**src/rtl/serial_adder_pkg.sv**
```systemverilog
// Shared definitions for the digit-serial adder/subtractor: FSM encodings,
// operation-mode codes and the step-counter width helper.
package serial_adder_pkg;

    typedef enum logic {
        ST_IDLE = 1'b0,
        ST_RUN  = 1'b1
    } state_t;

    localparam logic MODE_ADD = 1'b0;
    localparam logic MODE_SUB = 1'b1;

    function automatic int cnt_width(input int steps);
        return $clog2(steps + 1);
    endfunction

endpackage

```
**src/rtl/full_adder.sv**
```systemverilog
// One-bit full adder cell; chained DIGIT times to form one serial step.
module full_adder (
    input  logic a,
    input  logic b,
    input  logic cin,
    output logic sum,
    output logic cout
);

    assign sum  = a ^ b ^ cin;
    assign cout = (a & b) | (cin & (a ^ b));

endmodule

```
**src/rtl/serial_adder.sv**
```systemverilog
// Multi-cycle WIDTH-bit adder/subtractor consuming DIGIT bits per clock,
// with a START/BUSY/DONE handshake and registered SUM/COUT/OVF results.
module serial_adder
    import serial_adder_pkg::*;
#(
    parameter int WIDTH = 8,
    parameter int DIGIT = 1
) (
    input  logic             clk,
    input  logic             rst_n,
    input  logic             start,
    input  logic             mode,
    input  logic [WIDTH-1:0] a,
    input  logic [WIDTH-1:0] b,
    input  logic             cin,
    output logic             busy,
    output logic             done,
    output logic [WIDTH-1:0] sum,
    output logic             cout,
    output logic             ovf
);

    localparam int STEPS = WIDTH / DIGIT;
    localparam int CW    = cnt_width(STEPS);

    if (WIDTH < 1 || DIGIT < 1 || (WIDTH % DIGIT) != 0) begin : g_param_check
        $error("serial_adder: WIDTH must be a positive multiple of DIGIT");
    end

    state_t           state_r;
    state_t           state_next_s;
    logic [WIDTH-1:0] opa_r;
    logic [WIDTH-1:0] opb_r;
    logic [WIDTH-1:0] acc_r;
    logic [CW-1:0]    cnt_r;
    logic             carry_r;
    logic             msba_r;
    logic             msbb_r;

    logic             load_s;
    logic             step_s;
    logic             finish_s;
    logic             last_s;
    logic [WIDTH-1:0] b_eff_s;
    logic             cin_eff_s;
    logic [DIGIT:0]   chain_s;
    logic [DIGIT-1:0] dsum_s;
    logic [WIDTH-1:0] acc_next_s;
    logic             ovf_s;

    // Subtraction is A + ~B + ~CIN, so the borrow-in is inverted into a carry.
    always_comb begin
        b_eff_s   = b;
        cin_eff_s = cin;
        case (mode)
            MODE_ADD: begin
                b_eff_s   = b;
                cin_eff_s = cin;
            end
            MODE_SUB: begin
                b_eff_s   = ~b;
                cin_eff_s = ~cin;
            end
            default: begin
                b_eff_s   = b;
                cin_eff_s = cin;
            end
        endcase
    end

    assign chain_s[0] = carry_r;

    for (genvar i = 0; i < DIGIT; i++) begin : g_fa
        full_adder u_fa (
            .a    (opa_r[i]),
            .b    (opb_r[i]),
            .cin  (chain_s[i]),
            .sum  (dsum_s[i]),
            .cout (chain_s[i+1])
        );
    end

    // New digit enters at the MSB end so the first digit ends up at bit 0.
    assign acc_next_s = (acc_r >> DIGIT) | (WIDTH'(dsum_s) << (WIDTH - DIGIT));
    assign last_s     = (cnt_r == CW'(STEPS - 1));
    assign ovf_s      = (msba_r == msbb_r) && (acc_next_s[WIDTH-1] != msba_r);

    // FSM state register.
    always_ff @(posedge clk or negedge rst_n) begin
        if (!rst_n) begin
            state_r <= ST_IDLE;
        end else begin
            state_r <= state_next_s;
        end
    end

    // FSM next-state and control strobes.
    always_comb begin
        state_next_s = state_r;
        load_s       = 1'b0;
        step_s       = 1'b0;
        finish_s     = 1'b0;
        case (state_r)
            ST_IDLE: begin
                if (start) begin
                    load_s       = 1'b1;
                    state_next_s = ST_RUN;
                end else begin
                    state_next_s = ST_IDLE;
                end
            end
            ST_RUN: begin
                step_s = 1'b1;
                if (last_s) begin
                    finish_s     = 1'b1;
                    state_next_s = ST_IDLE;
                end else begin
                    state_next_s = ST_RUN;
                end
            end
            default: begin
                state_next_s = ST_IDLE;
            end
        endcase
    end

    // Operand capture, per-step shifting and result publication.
    always_ff @(posedge clk or negedge rst_n) begin
        if (!rst_n) begin
            opa_r   <= {WIDTH{1'b0}};
            opb_r   <= {WIDTH{1'b0}};
            acc_r   <= {WIDTH{1'b0}};
            cnt_r   <= {CW{1'b0}};
            carry_r <= 1'b0;
            msba_r  <= 1'b0;
            msbb_r  <= 1'b0;
            busy    <= 1'b0;
            done    <= 1'b0;
            sum     <= {WIDTH{1'b0}};
            cout    <= 1'b0;
            ovf     <= 1'b0;
        end else begin
            done <= finish_s;
            if (load_s) begin
                opa_r   <= a;
                opb_r   <= b_eff_s;
                carry_r <= cin_eff_s;
                msba_r  <= a[WIDTH-1];
                msbb_r  <= b_eff_s[WIDTH-1];
                acc_r   <= {WIDTH{1'b0}};
                cnt_r   <= {CW{1'b0}};
                busy    <= 1'b1;
            end else if (step_s) begin
                opa_r   <= opa_r >> DIGIT;
                opb_r   <= opb_r >> DIGIT;
                carry_r <= chain_s[DIGIT];
                acc_r   <= acc_next_s;
                if (finish_s) begin
                    cnt_r <= {CW{1'b0}};
                    busy  <= 1'b0;
                    sum   <= acc_next_s;
                    cout  <= chain_s[DIGIT];
                    ovf   <= ovf_s;
                end else begin
                    cnt_r <= cnt_r + CW'(1);
                end
            end else begin
                cnt_r <= cnt_r;
            end
        end
    end

endmodule
```
**config.mk**
```make
export PLATFORM = sky130hd
export DESIGN_NAME = serial_adder
export DESIGN_NICKNAME = d
export VERILOG_FILES = /design/src/rtl/serial_adder_pkg.sv /design/src/rtl/full_adder.sv /design/src/rtl/serial_adder.sv
export SDC_FILE = /design/constraint.sdc
export NUM_CORES = 1
export LEC_CHECK = 0
export CAP_MARGIN = 25
export CELL_PAD_IN_SITES_DETAIL_PLACEMENT = 1
export CELL_PAD_IN_SITES_GLOBAL_PLACEMENT = 2
export CORE_ASPECT_RATIO = 0.75
export CORE_MARGIN = 2
export CORE_UTILIZATION = 35
export CTS_CLUSTER_DIAMETER = 40
export DETAILED_ROUTE_END_ITERATION = 10
export GPL_TIMING_DRIVEN = 0
export PLACE_DENSITY_LB_ADDON = 0.05
export REMOVE_ABC_BUFFERS = 1
export SYNTH_ARGS = -nofsm -noshare
export SYNTH_HDL_FRONTEND = slang
export SYNTH_SLANG_ARGS = --single-unit
export TNS_END_PERCENT = 50
```
**constraint.sdc**
```tcl
create_clock -name clk -period 2.25 [get_ports clk]
set_input_delay 0.3375 -clock clk [delete_from_list [all_inputs] [get_ports clk]]
set_output_delay 0.3375 -clock clk [all_outputs]
set_load 0.1 [all_outputs]
```
==> impl_metrics.yaml <==
clock_network:
  cts_tree: "done"
  h-tree-depth: 2
  cts_root_buffer: "clkbuf_8"
  numCtsBuffers: 5
  cts_num_sinks: 43
  clock_latency_ns: 0.30
  cts_buffer_depth: 2
  clk_pin_slew_ns: 0.09
route:
  drtIter0Drc: 59
  via_count: 1318
  routed_wl_um: 3930
  drc: 0
  wl_per_cell_um: 14.1
  drtAntennaViolNets: 0
  viasPerCell: 4.74
  first_pass_iters: 4
floorplanning:
  dieArea_sq_um: 6160
  core_sq_um: 5350
  rows: 23
  die_h_um: 68.5
  ios: 33
  start_util_pct: 36.3
  die_w_um: 90.0
synth:
  synth_seq_cells: 43
  ys_types: 30
  synth.largest_area_cell: "dfrtp_1"
  synth-edff-count: 0
  synth_sequential_area_ratio_pct: 55.4
  synthMuxAreaShare_pct: 14.5
  ys.warnings.count: 0
  ys.flop_type: "dfrtp_1"
  syn_area_sq_um: 1940
  syn_area_per_cell_sq_um: 11.4
  synthTopCellsByArea: "dfrtp_1, mux2i_1, o21ai_0"
  synth_top_family_by_area: "multiplexers"
  netlist_instances: 170
  netlist.area_leader.share_pct: 55.4
  synth_compound_area_share_pct: 9.16
  async_reset_ff_share_pct: 100
  yosys.area_share.simple_pct: 11.1
  yosys.area_share.adder_pct: 1.68
  synth_xor_area_share_pct: 4.06
global_routing:
  grtUsageTotal_pct: 14.5
  antenna_found_initial: 0
  first_global_vias: 1373
  grt_max_degree: 51
  overflow: 0
  grt_pass1_wl_um: 6870
setup_path:
  crit_family: "buffers and inverters"
  crit_path_end_kind: "primary output"
  cp_slowest_stage_delay_ns: 1.15
  path_max_fanout: 2
  cp.required_ns: 1.91
  cp-start-kind: "register"
  worst-path-buf-inv: 1
  arrival_ns: 1.82
  critPathSlowestCell: "clkdlybuf4s50_1"
  crit_type: "reg -> out"
  crit_chain: "clkdlybuf4s50_1"
final_layout:
  layout.nets: 225
  fin_util_pct: 46.0
  finalNonFillerCells: 278
  areaGrowthSynthToFinish_pct: 26.8
  drive_gt1_share_pct: 10.3
  antenna_cells: 0
  stdcell_area_sq_um: 2460
sta:
  fin_crit_ns: 2.16
  clock_skew_ns: 0.00872
  hold_viol: 0
  max_slew.worst_pin.slew_ns: 0.978
  drv_slew: 0
  slew_headroom_pct: 34.6
  clock.fmax_ghz: 0.464
  rsz0062_at_grt: "false"
  post-route-period-util_pct: 95.8
  setup_viol: 0
  worst_slack_ns: 0.0936
power_and_ir_drop:
  power.density_nw_per_um2: 1430
  leakage_nw: 1.15
  ir_drop_mv: 1.12
flow_run:
  drv_cap: 0
place:
  dp_worst_setup_slack_ns: 0.386
  portBuffers: 32
  gp_congestion: 0.679
  dp_hpwl_um: 2710
  place_area_sq_um: 2340
  placed_cells: 269
run_status:
  status: "complete, no violations"
min_path:
  hold_class: "in -> async"
[synth_stat cells (2+ instances only)]
cell       n
dfrtp_1   43
xor2_1     8
a22o_1     4
buf_2      6
o21ai_1    3
a21oi_1    2
mux2_4     3
nand2_1   23
nor2_1     7
o21ai_0   22
inv_1      5
buf_4      2
mux2_2     4
mux2i_1   18
nand2b_1   5
[through the flow]
| step | TNS, ns | hold slack [ns] | total power, mW |
|---|---|---|---|
| detailed placement | 0 | 0.262 | 2.94 |
| finish | 0 | 0.470 | 3.51 |
| global placement | -13.35 | 0.466 | 2.87 |
| CTS | 0 | 0.460 | 3.57 |
| global route | 0 | 0.486 | 3.76 |
| floorplan | 0 | 0.0419 | 2.48 |
[placed cells by master (no fill, tap or decap), types with 4 or more instances in the layout]
master           synthesis  layout
dfrtp_1                 43      42
clkdlybuf4s50_1          0      31
nand2_1                 23      23
o21ai_0                 22      22
mux2i_1                 18      18
xor2_1                   8       8
nor2_1                   7       7
inv_1                    5       5
nand2b_1                 5       5
clkbuf_8                 0       5
a22o_1                   4       4
mux2_2                   4       4
[cells by family (layout without fill, tap and decap cells)]
logic type,after synthesis,count (layout)
compound gates,32,32
xor+xnor,9,9
fa+ha+maj,2,2
buf+inv,15,48
flops,43,43
mux,26,26
simple gates,43,43
[registers in the layout, summed over array words and instances (netlist names)]
signal / count
busy: 1
ovf: 1
done: 1
msbb_r: 1
carry_r: 1
cout: 1
state_r: 1
sum: 8
msba_r: 1
cnt_r: 4
acc_r: 7
opb_r: 8
opa_r: 8
[path summary, 6_finish.rpt]
check	from	endpoint	slack, ns	cells after the start
worst min-delay path	rst_n	sum[5]	0.47	2
worst max register to register	state_r	sum[5]	0.41	2
worst max-delay path	sum[0]	sum[0]	0.09	1
min in group clk	opb_r[2]	opb_r[1]	0.48	2
max in group asynchronous	rst_n	state_r	1.29	3
worst min register to register	opb_r[2]	opb_r[1]	0.48	2
[area by class of cell]
type                       count  area, sq um
sequential                    43         1080
multi-input combinational    112          786
timing repair buffer          35          373
inverter                       5         18.8
clock inverter                 3         43.8
fill                         598         2890
tap                           75         93.8
clock buffer                   5         68.8
[routing by layer]
layer,vias up,track usage [%],wire length [um]
met5,-,0,0
met4,0,7.12,72
met3,8,4.41,173
met2,25,23.7,1820
met1,653,18.1,1870
li1,632,-,-
[timing repair]
action	CTS	global route
hold endpoints to repair	13	0
endpoints found under the setup margin	0	0
gates resized for setup	0	0
hold buffers	1	0
buffers inserted	0	0
[where the power goes]
part,leakage [nW],internal (mW),switching (mW)
sequential,0.559,1.08,0.304
clock,0.0581,0.331,0.273
combinational,0.528,0.527,0.997
Note: power is estimated with default switching activity, not from simulation.
